File: src/rtl/pipeline_ctrl_pkg.sv
// Shared encodings for the pipeline stall/flush controller: stall vector layout,
// per-source stall patterns, register-address width and the timer state type.
package pipeline_ctrl_pkg;

    localparam int STALL_W    = 6;
    localparam int REG_ADDR_W = 5;
    localparam int MDU_CNT_W  = 4;

    // Bit positions inside the stall vector, PC first, WB hold last.
    localparam int STALL_PC     = 0;
    localparam int STALL_IF_ID  = 1;
    localparam int STALL_ID_EX  = 2;
    localparam int STALL_EX_MEM = 3;
    localparam int STALL_MEM_WB = 4;
    localparam int STALL_WB     = 5;

    typedef logic [STALL_W-1:0]    stall_vec_t;
    typedef logic [REG_ADDR_W-1:0] reg_addr_t;

    localparam stall_vec_t STALL_NONE = 6'b000000;
    localparam stall_vec_t STALL_IF   = 6'b000011;
    localparam stall_vec_t STALL_ID   = 6'b000111;
    localparam stall_vec_t STALL_EX   = 6'b001111;
    localparam stall_vec_t STALL_MEM  = 6'b011111;

    localparam reg_addr_t ZERO_REG_ADDR = '0;

    typedef enum logic {
        IDLE     = 1'b0,
        MDU_BUSY = 1'b1
    } mdu_state_t;

endpackage

File: src/rtl/pipeline_ctrl_if.sv
// Stall/flush bundle between the pipeline stages (master) and the controller (slave).
interface pipeline_ctrl_if
    import pipeline_ctrl_pkg::*;
#(
    parameter int CNT_WIDTH = 32
);
    logic                 if_stall_request;
    logic                 id_stall_request;
    logic                 mem_stall_request;
    logic                 id_reg_read_en_1;
    logic                 id_reg_read_en_2;
    reg_addr_t            id_reg_addr_1;
    reg_addr_t            id_reg_addr_2;
    logic                 ex_mem_read;
    reg_addr_t            ex_write_reg_addr;
    logic                 ex_mdu_start;
    logic                 exception;
    stall_vec_t           stall;
    logic                 flush;
    logic                 mdu_done;
    logic                 mdu_busy;
    logic [CNT_WIDTH-1:0] stall_cycles;

    modport master (
        output if_stall_request, id_stall_request, mem_stall_request,
        output id_reg_read_en_1, id_reg_read_en_2, id_reg_addr_1, id_reg_addr_2,
        output ex_mem_read, ex_write_reg_addr, ex_mdu_start, exception,
        input  stall, flush, mdu_done, mdu_busy, stall_cycles
    );

    modport slave (
        input  if_stall_request, id_stall_request, mem_stall_request,
        input  id_reg_read_en_1, id_reg_read_en_2, id_reg_addr_1, id_reg_addr_2,
        input  ex_mem_read, ex_write_reg_addr, ex_mdu_start, exception,
        output stall, flush, mdu_done, mdu_busy, stall_cycles
    );
endinterface

File: src/rtl/pipeline_ctrl_hazard_detect.sv
// Load-use hazard detect: load in EX writes a register that ID is reading this cycle.
// Latency: combinational, same cycle.
// Backpressure: none; the hazard drops by itself once the load leaves EX.
module pipeline_ctrl_hazard_detect
    import pipeline_ctrl_pkg::*;
(
    input  logic      ex_mem_read,
    input  reg_addr_t ex_write_reg_addr,
    input  logic      id_reg_read_en_1,
    input  reg_addr_t id_reg_addr_1,
    input  logic      id_reg_read_en_2,
    input  reg_addr_t id_reg_addr_2,
    output logic      load_use
);

    logic src1_hit;
    logic src2_hit;

    assign src1_hit = id_reg_read_en_1 && (id_reg_addr_1 == ex_write_reg_addr);
    assign src2_hit = id_reg_read_en_2 && (id_reg_addr_2 == ex_write_reg_addr);

    // x0 is hard-wired, so a load targeting it never creates a dependency.
    assign load_use = ex_mem_read && (ex_write_reg_addr != ZERO_REG_ADDR)
                      && (src1_hit || src2_hit);

endmodule

File: src/rtl/pipeline_ctrl.sv
// Stall/flush controller: prioritises stage stall requests, times multi-cycle EX ops.
// Latency: stall/flush/mdu_done combinational from inputs and current state, same cycle.
// Backpressure: a MEM stall freezes the MDU timer; exceptions flush and abort any op.
module pipeline_ctrl
    import pipeline_ctrl_pkg::*;
#(
    parameter int MDU_LATENCY = 4,
    parameter int CNT_WIDTH   = 32
)(
    input  logic                 clk,
    input  logic                 rst,
    pipeline_ctrl_if.slave       bus
);

    localparam logic [MDU_CNT_W-1:0] CNT_LOAD = MDU_CNT_W'(MDU_LATENCY - 1);
    localparam logic [MDU_CNT_W-1:0] CNT_LAST = MDU_CNT_W'(1);

    mdu_state_t           state;
    mdu_state_t           state_nxt;
    logic [MDU_CNT_W-1:0] cnt;
    logic [MDU_CNT_W-1:0] cnt_nxt;
    logic [CNT_WIDTH-1:0] stall_cnt;

    logic       load_use;
    logic       ex_src;
    logic       id_src;
    stall_vec_t stall_sel;
    logic       flush_sel;

    pipeline_ctrl_hazard_detect u_hazard_detect (
        .ex_mem_read       (bus.ex_mem_read),
        .ex_write_reg_addr (bus.ex_write_reg_addr),
        .id_reg_read_en_1  (bus.id_reg_read_en_1),
        .id_reg_addr_1     (bus.id_reg_addr_1),
        .id_reg_read_en_2  (bus.id_reg_read_en_2),
        .id_reg_addr_2     (bus.id_reg_addr_2),
        .load_use          (load_use)
    );

    always_ff @(posedge clk or negedge rst) begin
        if (!rst) begin
            state <= IDLE;
            cnt   <= '0;
        end else begin
            state <= state_nxt;
            cnt   <= cnt_nxt;
        end
    end

    always_comb begin
        state_nxt = state;
        cnt_nxt   = cnt;
        if (bus.exception) begin
            state_nxt = IDLE;
            cnt_nxt   = '0;
        end else begin
            case (state)
                IDLE: begin
                    // An op cannot begin while MEM holds EX; it starts once MEM releases.
                    if (bus.ex_mdu_start && !bus.mem_stall_request) begin
                        state_nxt = MDU_BUSY;
                        cnt_nxt   = CNT_LOAD;
                    end
                end
                MDU_BUSY: begin
                    if (!bus.mem_stall_request) begin
                        if (cnt == CNT_LAST) begin
                            state_nxt = IDLE;
                            cnt_nxt   = '0;
                        end else begin
                            cnt_nxt = cnt - 1'b1;
                        end
                    end
                end
                default: begin
                    state_nxt = IDLE;
                    cnt_nxt   = '0;
                end
            endcase
        end
    end

    always_comb begin
        ex_src    = ((state == IDLE) && bus.ex_mdu_start) || (state == MDU_BUSY);
        id_src    = load_use || bus.id_stall_request;
        stall_sel = STALL_NONE;
        flush_sel = 1'b0;
        if (bus.exception) begin
            flush_sel = 1'b1;
        end else if (bus.mem_stall_request) begin
            stall_sel = STALL_MEM;
        end else if (ex_src) begin
            stall_sel = STALL_EX;
        end else if (id_src) begin
            stall_sel = STALL_ID;
        end else if (bus.if_stall_request) begin
            stall_sel = STALL_IF;
        end

        // Outputs stay quiet while reset is held, whatever the request inputs do.
        bus.stall    = rst ? stall_sel : STALL_NONE;
        bus.flush    = rst && flush_sel;
        bus.mdu_done = rst && (state == MDU_BUSY) && (cnt == CNT_LAST)
                       && !bus.mem_stall_request && !bus.exception;
        bus.mdu_busy = (state == MDU_BUSY);
    end

    always_ff @(posedge clk or negedge rst) begin
        if (!rst) begin
            stall_cnt <= '0;
        end else if (bus.stall[STALL_PC] && (stall_cnt != '1)) begin
            stall_cnt <= stall_cnt + 1'b1;
        end
    end

    assign bus.stall_cycles = stall_cnt;

endmodule

File: src/flat_wrapper.sv
// flat-port wrapper written by rule: the top's interface ports become plain ports
module pipeline_ctrl_flat import pipeline_ctrl_pkg::*;
#(
    parameter int MDU_LATENCY = 4,
    parameter int CNT_WIDTH   = 32
)
  (clk, rst, bus_if_stall_request, bus_id_stall_request, bus_mem_stall_request, bus_id_reg_read_en_1, bus_id_reg_read_en_2, bus_id_reg_addr_1, bus_id_reg_addr_2, bus_ex_mem_read, bus_ex_write_reg_addr, bus_ex_mdu_start, bus_exception, bus_stall, bus_flush, bus_mdu_done, bus_mdu_busy, bus_stall_cycles);
  pipeline_ctrl_if #(.CNT_WIDTH(CNT_WIDTH)) bus_i ();
  input  logic clk;
  input  logic rst;
  input wire logic [$bits(bus_i.if_stall_request)-1:0] bus_if_stall_request;
  input wire logic [$bits(bus_i.id_stall_request)-1:0] bus_id_stall_request;
  input wire logic [$bits(bus_i.mem_stall_request)-1:0] bus_mem_stall_request;
  input wire logic [$bits(bus_i.id_reg_read_en_1)-1:0] bus_id_reg_read_en_1;
  input wire logic [$bits(bus_i.id_reg_read_en_2)-1:0] bus_id_reg_read_en_2;
  input wire logic [$bits(bus_i.id_reg_addr_1)-1:0] bus_id_reg_addr_1;
  input wire logic [$bits(bus_i.id_reg_addr_2)-1:0] bus_id_reg_addr_2;
  input wire logic [$bits(bus_i.ex_mem_read)-1:0] bus_ex_mem_read;
  input wire logic [$bits(bus_i.ex_write_reg_addr)-1:0] bus_ex_write_reg_addr;
  input wire logic [$bits(bus_i.ex_mdu_start)-1:0] bus_ex_mdu_start;
  input wire logic [$bits(bus_i.exception)-1:0] bus_exception;
  output wire logic [$bits(bus_i.stall)-1:0] bus_stall;
  output wire logic [$bits(bus_i.flush)-1:0] bus_flush;
  output wire logic [$bits(bus_i.mdu_done)-1:0] bus_mdu_done;
  output wire logic [$bits(bus_i.mdu_busy)-1:0] bus_mdu_busy;
  output wire logic [$bits(bus_i.stall_cycles)-1:0] bus_stall_cycles;
  assign bus_i.if_stall_request = bus_if_stall_request;
  assign bus_i.id_stall_request = bus_id_stall_request;
  assign bus_i.mem_stall_request = bus_mem_stall_request;
  assign bus_i.id_reg_read_en_1 = bus_id_reg_read_en_1;
  assign bus_i.id_reg_read_en_2 = bus_id_reg_read_en_2;
  assign bus_i.id_reg_addr_1 = bus_id_reg_addr_1;
  assign bus_i.id_reg_addr_2 = bus_id_reg_addr_2;
  assign bus_i.ex_mem_read = bus_ex_mem_read;
  assign bus_i.ex_write_reg_addr = bus_ex_write_reg_addr;
  assign bus_i.ex_mdu_start = bus_ex_mdu_start;
  assign bus_i.exception = bus_exception;
  assign bus_stall = bus_i.stall;
  assign bus_flush = bus_i.flush;
  assign bus_mdu_done = bus_i.mdu_done;
  assign bus_mdu_busy = bus_i.mdu_busy;
  assign bus_stall_cycles = bus_i.stall_cycles;
  pipeline_ctrl #(.MDU_LATENCY(MDU_LATENCY), .CNT_WIDTH(CNT_WIDTH)) u_core (.clk(clk), .rst(rst), .bus(bus_i));
endmodule
File: config.mk
export PLATFORM = sky130hd
export DESIGN_NAME = pipeline_ctrl_flat
export DESIGN_NICKNAME = d
export VERILOG_FILES = /design/src/rtl/pipeline_ctrl_pkg.sv /design/src/rtl/pipeline_ctrl_if.sv /design/src/rtl/pipeline_ctrl_hazard_detect.sv /design/src/rtl/pipeline_ctrl.sv /design/src/flat_wrapper.sv
export SDC_FILE = /design/constraint.sdc
export NUM_CORES = 1
export LEC_CHECK = 0
export CAP_MARGIN = 20
export CELL_PAD_IN_SITES_DETAIL_PLACEMENT = 2
export CELL_PAD_IN_SITES_GLOBAL_PLACEMENT = 2
export CORE_MARGIN = 4
export CORE_UTILIZATION = 28
export CTS_CLUSTER_SIZE = 20
export DETAILED_ROUTE_END_ITERATION = 6
export GPL_ROUTABILITY_DRIVEN = 0
export PLACE_DENSITY_LB_ADDON = 0.1
export SETUP_SLACK_MARGIN = 0.15
export SLEW_MARGIN = 30
export SYNTH_ARGS = -nofsm -noshare
export SYNTH_HDL_FRONTEND = slang
export SYNTH_HIERARCHICAL = 1
export SYNTH_SLANG_ARGS = --single-unit
File: constraint.sdc
create_clock -name clk -period 2.8 [get_ports clk]
set_clock_uncertainty 0.2 [all_clocks]
set_input_delay 0.56 -clock clk [delete_from_list [all_inputs] [get_ports clk]]
set_output_delay 0.56 -clock clk [all_outputs]
set_load 0.05 [all_outputs]
### Yosys cells after proc, flatten, opt, wreduce, memory -nomap -nowiden

Index checks and enable logic that the tools add are counted.

* bits in registers: 37
* input port bits: 25
* output and inout bits: 41

* add/subtract/negate cells: 2
* equal/unequal tests: 6
* mux-type cells: 17
* bitwise logic cells: 1
* reductions and logical operators: 19

Operators with widths (count)
* $add 32x1->32 const B: 1
* $ne 32x32->1 const B: 1
* $mux 6: 5
* $mux 4: 4
* $logic_and 1x1->1: 12
* $eq 5x5->1: 2
* $pmux 4 s2: 1
* $mux 1: 5
* $reduce_bool 5->1: 1
* $eq 4x1->1 const B: 1
* $sub 4x1->4 const B: 1
* $logic_or 1x1->1: 3
* $ne 3x2->1 const B: 1
* $ne 3x3->1 const B: 1
* $logic_not 1->1: 2
* $mux 2: 1
* $pmux 1 s2: 1
* $reduce_and 2->1: 1
* $not 1->1: 1

### Depth between registers and ports, before layout

Gate-level depths: netlist (run 1).

* depth after elaboration: 11
* depth in mapped cells: 11

### Modules after synthesis

Netlist (run 1), hierarchy kept.

By module, submodules not included
* pipeline_ctrl: times used 1, cells each 200, area an instance 1980.6 um2, seq. area each 925.9 um2
* pipeline_ctrl_hazard_detect: times used 1, cells each 17, area an instance 133.9 um2, seq. area each 0.0 um2

### Worst setup path before layout (run 1)

Ideal clock, no wire load.

* path type: register -> output
* from: reg u_core.state (netlist: u_core/bus.mdu_busy)
* to: out bus_mdu_done
* arrival time: 2503 ps
* required time: 2040 ps
* slack: -463 ps
* cell stages (with the launch flop): 3
* path through: dfrtp_1 > buf_2 > nor4b_1

* longest elaborated chain between the ends: 4

Ends and longest elaborated chain
* start, declared: line pipeline_ctrl.sv:18 `mdu_state_t state;`
* start signal, assigned: line pipeline_ctrl.sv:45 `state <= state_nxt;`
* $logic_and 1x1->1 (2 in a row): line pipeline_ctrl.sv:103 `bus.mdu_done = rst && (state == MDU_BUSY) && (cnt == CNT_LAST)`
* $logic_and 1x1->1 (2 in a row): line pipeline_ctrl.sv:104 `&& !bus.mem_stall_request && !bus.exception;`
* end, declared: line flat_wrapper.sv:24 `output wire logic [$bits(bus_i.mdu_done)-1:0] bus_mdu_done;`

Every way passes these cells.

### Worst setup path in the final report (run 1)

* from: in bus_ex_write_reg_addr[3]
* to: out bus_stall[1]

* longest elaborated chain between the ends: 10
* elaborated cells between the ends (all ways): 14
* classes of those cells: eq/ne (2); mux (5); reduce/logical (7)

Ends and longest elaborated chain
* start, declared: line flat_wrapper.sv:19 `input wire logic [$bits(bus_i.ex_write_reg_addr)-1:0] bus_ex_write_reg_addr;`
* $eq 5x5->1 (on tied branches): line pipeline_ctrl_hazard_detect.sv:19, pipeline_ctrl_hazard_detect.sv:20
* $logic_and 1x1->1 (on tied branches): line pipeline_ctrl_hazard_detect.sv:19, pipeline_ctrl_hazard_detect.sv:20
* $logic_or 1x1->1: line pipeline_ctrl_hazard_detect.sv:24 `&& (src1_hit || src2_hit);`
* $logic_and 1x1->1 (*): line pipeline_ctrl_hazard_detect.sv:24
* via u_core.load_use: line pipeline_ctrl.sv:24 `logic load_use;`
* $logic_or 1x1->1 (*): line pipeline_ctrl.sv:85 `id_src = load_use || bus.id_stall_request;`
* $mux 6 (*): line pipeline_ctrl.sv:94 `end else if (id_src) begin`
* $mux 6 (*): line pipeline_ctrl.sv:92 `end else if (ex_src) begin`
* $mux 6 (*): line pipeline_ctrl.sv:90 `end else if (bus.mem_stall_request) begin`
* $mux 6 (*): line pipeline_ctrl.sv:88 `if (bus.exception) begin`
* $mux 6 (*): line pipeline_ctrl.sv:101 `bus.stall = rst ? stall_sel : STALL_NONE;`
* end, declared: line flat_wrapper.sv:22 `output wire logic [$bits(bus_i.stall)-1:0] bus_stall;`

The timed path passes the listed nets; every way through them passes the cells marked *.

==> flow_metrics.env, run 1 <==
export IMPL_hold_violations=0
export IMPL_synth_warnings=6
export IMPL_critPathMaxFanout=3
export IMPL_dp_cells=393
export IMPL_grt_pass1_wl_mm=11.6
export IMPL_avgSynthCellArea_um2=9.74
export IMPL_synth_area_um2=2110
export IMPL_rows=31
export IMPL_cts_root_buffer="clkbuf_8"
export IMPL_synth_seq_area_share=0.438
export IMPL_cts_buffer_depth=2
export IMPL_cts_tree="yes"
export IMPL_vias_per_cell=5.02
export IMPL_hold_path_class="input pin to asynchronous set/reset pin"
export IMPL_fmax_mhz=356
export IMPL_cp_required_ps=2040
export IMPL_ios=66
export IMPL_worst_skew_pair_late_latency_ps=280
export IMPL_cpLargestDelayFamily="simple AND/OR/NAND/NOR gates"
export IMPL_grt_pass1_vias=2229
export IMPL_drc=0
export IMPL_worstSetupEndpointType="output pin"
export IMPL_drt_pass1_iter_count=4
export IMPL_cp_num_buf_inv=4
export IMPL_fin_util=0.459
export IMPL_fin_crit_sh=1.00
export IMPL_setup_viol=2
export IMPL_setup_ws_ps=-9.35
export IMPL_ys_flop_type="dfrtp_1"
export IMPL_detail_route_antenna_nets=0
export IMPL_wire_per_inst_um=17.6
export IMPL_fin_area_um2=3350
export IMPL_fillerInstances=824
export IMPL_antenna_found_initial=0
export IMPL_cpMostUsedCell="buf_12"
export IMPL_drv_slew=0
export IMPL_slowest_delay_ps=310
export IMPL_die_w_um=94.9
export IMPL_p_leak_nw=1.39
export IMPL_cp_cell_sequence="buf_6, xor2_1, nor4_2, nand3_2, a21oi_4, nor3_2, a21o_2, inv_4, buf_12, buf_12"
export IMPL_dr_total_vias=2040
export IMPL_hpwl_mm=5.17
export IMPL_period_needed_ps=2810
export IMPL_relSlewSlack=0.333
export IMPL_clock_sinks=37
export IMPL_async_flop_share=1.00
export IMPL_powerDensity_nw_per_um2=532
export IMPL_htreeDepth=2
export IMPL_status="finished, violations left"
export IMPL_violations="negative setup slack"
export IMPL_synth_net_count=245
export IMPL_peakVddDrop_v=0.000676
export IMPL_fin_nets=335
export IMPL_areaGrowthSynthToFinish_pct=58.2
export IMPL_grt_max_degree=38
export IMPL_cts_made_buffers=5
export IMPL_gr_total_overflow=0
export IMPL_clk_pin_slew_ps=70
export IMPL_grt_use_total=0.164
export IMPL_drtIter0Drc=50
export IMPL_maxCapViolations=0
export IMPL_final_cells=406
export IMPL_wl_mm=7.15
export IMPL_layout_drive_gt1_share=0.283
export IMPL_die_h_um=94.9
export IMPL_timing_critical_path_from_type="input pin"
export IMPL_synthCells=217
export IMPL_port_buffers=64
export IMPL_core_um2=7290
export IMPL_worstPathArrival_ps=2050
export IMPL_rsz0062_at_grt="yes"
export IMPL_dieArea_um2=9010
export IMPL_place_area_um2=3070
export IMPL_ys_types=44
export IMPL_crit_type="input pin to output pin"
export IMPL_start_util=0.290
export IMPL_setup_tns_final_ps=-18.0
export IMPL_antenna_cells=0
export IMPL_synth_edf_count=0
export IMPL_ctsHoldBuffers=0
export IMPL_worst_pin_slew_ps=994
export IMPL_ys_ff_latch=37
export IMPL_dp_worst_setup_slack_ps=-548
export IMPL_slowest_stage="nor4_2"
==> flip-flops by register name (all words and copies together) (netlist names) <==
signal	cells
u_core/bus.stall_cycles	32
u_core/cnt	4
u_core/bus.mdu_busy	1
==> power breakdown <==
group / switching [W] / total [W] / internal, W
clock network: 0.000179 / 0.000375 / 0.000195
logic: 0.000434 / 0.000696 / 0.000262
registers: 0.000109 / 0.000710 / 0.000602
total: 0.000722 / 0.00178 / 0.00106
==> worst register-to-register path, stage by stage (launching register included) <==
cell	delay, ps
dfrtp_1	440
ha_1	220
and3_1	270
nand3_1	110
o21ai_1	780
nor3_1	130
xor2_1	180
==> cell usage after synthesis (all sizes together) (2+ instances only) <==
cell     n  share of area
a21o     2         0.0077
a21oi    5          0.012
a32oi    2         0.0083
and3     5          0.015
and4     3          0.012
buf      4          0.013
dfrtp   37           0.44
ha       3          0.018
inv      7          0.012
mux2     2          0.011
nand2   20          0.036
nand3   18          0.045
nand4   13          0.041
nor2    18          0.032
nor3    15          0.040
nor4     4          0.022
o211ai   3          0.011
o21ai    5          0.012
or3      2         0.0083
or4      2         0.0071
xnor2   17          0.070
xor2    17          0.070
==> repair_timing <==
action | CTS | global route
gates resized for setup | 45 | 47
gates cloned | 0 | 0
pin swaps | 13 | 21
endpoints found under the setup margin | 34 | 30
buffers inserted | 4 | 2
==> layout by cell type (no fill, tap or decap), types with 4 or more instances in the layout <==
cell and instances:
clkdlybuf4s50_1 41, nor2_1 16, xor2_1 14, nand2_1 20, dfrtp_1 37, nand3_2 5, buf_4 18, nand4_1 12
clkbuf_8 6, inv_1 6, and3_1 4, buf_6 8, nor3_1 6, nor3_2 8, buf_12 8, nand3_1 13
clkbuf_2 5, xnor2_1 15
==> kinds of logic (layout without fill, tap and decap cells) <==
logic type / count (synthesis) / count (layout) / synth area share
and+or+nand+nor: 104 / 104 / 0.273
DFF: 37 / 37 / 0.438
xor gates and xnor gates: 34 / 34 / 0.141
AOI/OAI and AO/OA: 24 / 24 / 0.0882
buffers and inverters: 11 / 101 / 0.0254
adders and majority gates: 3 / 3 / 0.0178
muxes: 3 / 3 / 0.0154
other: 1 / 1 / 0.00177
==> cell type report <==
class / count / area (um2) / share of cell area
Multi-Input combinational cell: 169 / 1290 / 0.387
Timing Repair Buffer: 87 / 886 / 0.265
Sequential cell: 37 / 926 / 0.277
Tap cell: 99 / 124 / 0.0370
Inverter: 7 / 28.8 / 0.00860
Clock buffer: 7 / 86.3 / 0.0258
==> per-stage QoR <==
step	hold slack, ps	power, W
5_1_grt	221	0.00189
6_report	173	0.00178
3_3_place_gp	284	0.00139
4_1_cts	192	0.00179
2_1_floorplan	64.4	0.00111
3_5_place_dp	312	0.00140
==> path summary, 6_finish.rpt <==
path	slack [ps]	to	from	cells past startpoint
min	170	u_core/cnt[1]	rst	2
min reg2reg	320	u_core/bus.stall_cycles[13]	u_core/bus.stall_cycles[13]	1
min in group clk	320	u_core/bus.stall_cycles[13]	u_core/bus.stall_cycles[13]	1
max	-9	bus_stall[1]	bus_ex_write_reg_addr[3]	10
max in group asynchronous	1880	u_core/bus.stall_cycles[20]	rst	2
max reg2reg	340	u_core/bus.stall_cycles[27]	u_core/bus.stall_cycles[0]	6
==> routing by layer <==
metal  up-vias  GRT usage  part of all wire
li1        951          -                 -
met1      1046      0.219              0.45
met2        37      0.277              0.51
met3         6     0.0335             0.033
met4         0     0.0288            0.0087
met5         -          0                 0
(Power assumes the default switching activity.)
==> run 2, diff against run 1 <==
- CORE_ASPECT_RATIO: unset -> 1.4
==> flow_metrics.env, run 2 (synthesized netlist as in run 1, its figures left out) <==
export IMPL_layout_drive_gt1_share=0.299
export IMPL_maxCapViolations=0
export IMPL_clk_pin_slew_ps=90
export IMPL_cp_required_ps=2040
export IMPL_hpwl_mm=5.27
export IMPL_wire_per_inst_um=17.7
export IMPL_antenna_found_initial=0
export IMPL_largest_register_ffs=32
export IMPL_gr_total_overflow=0
export IMPL_cts_tree="yes"
export IMPL_hold_slack_ps=196
export IMPL_final_common_cell="clkdlybuf4s50_1"
export IMPL_port_buffers=64
export IMPL_timing_critical_path_from_type="input pin"
export IMPL_drv_slew=0
export IMPL_htreeDepth=2
export IMPL_worst_skew_pair_late_latency_ps=300
export IMPL_worst_pin_slew_ps=921
export IMPL_intPower_w=0.00122
export IMPL_detail_route_antenna_nets=0
export IMPL_violations="negative setup slack"
export IMPL_start_util=0.287
export IMPL_die_w_um=81.4
export IMPL_relSlewSlack=0.386
export IMPL_powerDensity_nw_per_um2=567
export IMPL_hold_violations=0
export IMPL_grt_use_total=0.167
export IMPL_pwr_share_seq=0.362
export IMPL_grt_pass1_wl_mm=12.0
export IMPL_rows=37
export IMPL_p_comb_frac=0.353
export IMPL_clkPwrFrac=0.285
export IMPL_mostFrequentLayoutCells="clkdlybuf4s50_1 (42), dfrtp_1 (37), nand2_1 (19)"
export IMPL_setup_tns_final_ps=-143
export IMPL_p_switching_w=0.000750
export IMPL_fmax_mhz=350
export IMPL_core_um2=7360
export IMPL_vias_per_cell=5.14
export IMPL_worstSetupEndpointType="output pin"
export IMPL_dr_total_vias=2080
export IMPL_drtIter0Drc=47
export IMPL_grt_pass1_vias=2327
export IMPL_cts_buffer_depth=2
export IMPL_worstPathArrival_ps=2100
export IMPL_fin_crit_sh=1.02
export IMPL_crit_type="input pin to output pin"
export IMPL_hold_path_class="input pin to asynchronous set/reset pin"
export IMPL_critPathMaxFanout=4
export IMPL_r2r_setup_slack_ps=400
export IMPL_p_leak_nw=1.50
export IMPL_die_h_um=111
export IMPL_dieArea_um2=9030
export IMPL_drc=0
export IMPL_period_needed_ps=2860
export IMPL_antenna_cells=0
export IMPL_areaGrowthSynthToFinish_pct=64.0
export IMPL_switching_share=0.381
export IMPL_clock_sinks=37
export IMPL_peakVddDrop_v=0.000453
export IMPL_cts_root_buffer="clkbuf_8"
export IMPL_setup_ws_ps=-59.5
export IMPL_wl_mm=7.16
export IMPL_drt_pass1_iter_count=4
export IMPL_rsz0062_at_grt="yes"
export IMPL_ios=66
export IMPL_grt_max_degree=38
export IMPL_cts_made_buffers=5
export IMPL_fin_nets=335
export IMPL_status="finished, violations left"
export IMPL_setup_viol=3
## run 2: changes by cell type in the layout (fill, tap and decap cells not counted), moves of 3 or more
cell and change:
nor2_1 -3, clkbuf_2 -5, nor3_4 +6, nor3_2 -4, buf_2 +3
## run 2: power by group through the flow
stage          logic (W)  clock network, W  registers (W)
6_report        0.000693          0.000561       0.000712
2_1_floorplan   0.000192                 0       0.000920
3_5_place_dp    0.000679                 0       0.000721
4_1_cts         0.000685          0.000574       0.000713
5_1_grt         0.000736          0.000601       0.000734
3_3_place_gp    0.000665                 0       0.000719
## run 2: layer usage
layer / vias up / part of all wire / global-route usage
li1: 957 / - / -
met1: 1059 / 0.40 / 0.201
met2: 58 / 0.53 / 0.292
met3: 6 / 0.055 / 0.0366
met4: 0 / 0.0098 / 0.0451
met5: - / 0 / 0
## run 2: timing repair
item / CTS / global route
setup buffers: 3 / 3
hold buffers: 0 / 0
setup endpoints to repair: 35 / 27
pin swaps: 20 / 17
resized for setup: 60 / 44
## run 2: area by class of cell
class,count,area (um2)
fillers,742,3890
clock inverters,3,65.1
clock buffers,5,68.8
flip-flops and latches,37,926
repair buffers,87,903
well taps,97,121
multi-input cells,169,1360
inverters,7,26.3
## run 2: final timing paths
path | to | from | depth (start not counted)
min in group clk | u_core/bus.stall_cycles[13] | u_core/bus.stall_cycles[13] | 1
min | u_core/cnt[1] | rst | 2
max reg2reg | u_core/bus.stall_cycles[31] | u_core/bus.stall_cycles[0] | 6
max | bus_stall[0] | bus_id_reg_addr_2[1] | 10
min reg2reg | u_core/bus.stall_cycles[13] | u_core/bus.stall_cycles[13] | 1
max in group asynchronous | u_core/bus.stall_cycles[15] | rst | 2
## run 2: through the flow
stage	worst slack, ps	instance area, um2	utilization	instances	total power (W)
floorplan	103	2150	-	217	0.00111
global placement	-571	3080	0.418	391	0.00138
detailed placement	-593	3080	0.418	391	0.00140
CTS	-45.0	3240	0.440	402	0.00197
global route	-159	3470	0.471	405	0.00207
finish	-59.5	3470	0.471	405	0.00197
## run 2: worst max-delay path: stages
cell,delay (ps)
clkdlybuf4s15_1,180
xor2_1,170
nor4_1,200
nand3_1,150
a21oi_2,230
nor3_2,70
a21o_2,210
inv_2,80
buf_12,120
buf_12,130
==> run 3, diff against run 2 <==
- CAP_MARGIN: 20 -> 25
- GPL_ROUTABILITY_DRIVEN: 0 -> unset
==> results of run 3 <==
Final layout, timing and power as in run 2 (identical DEF).
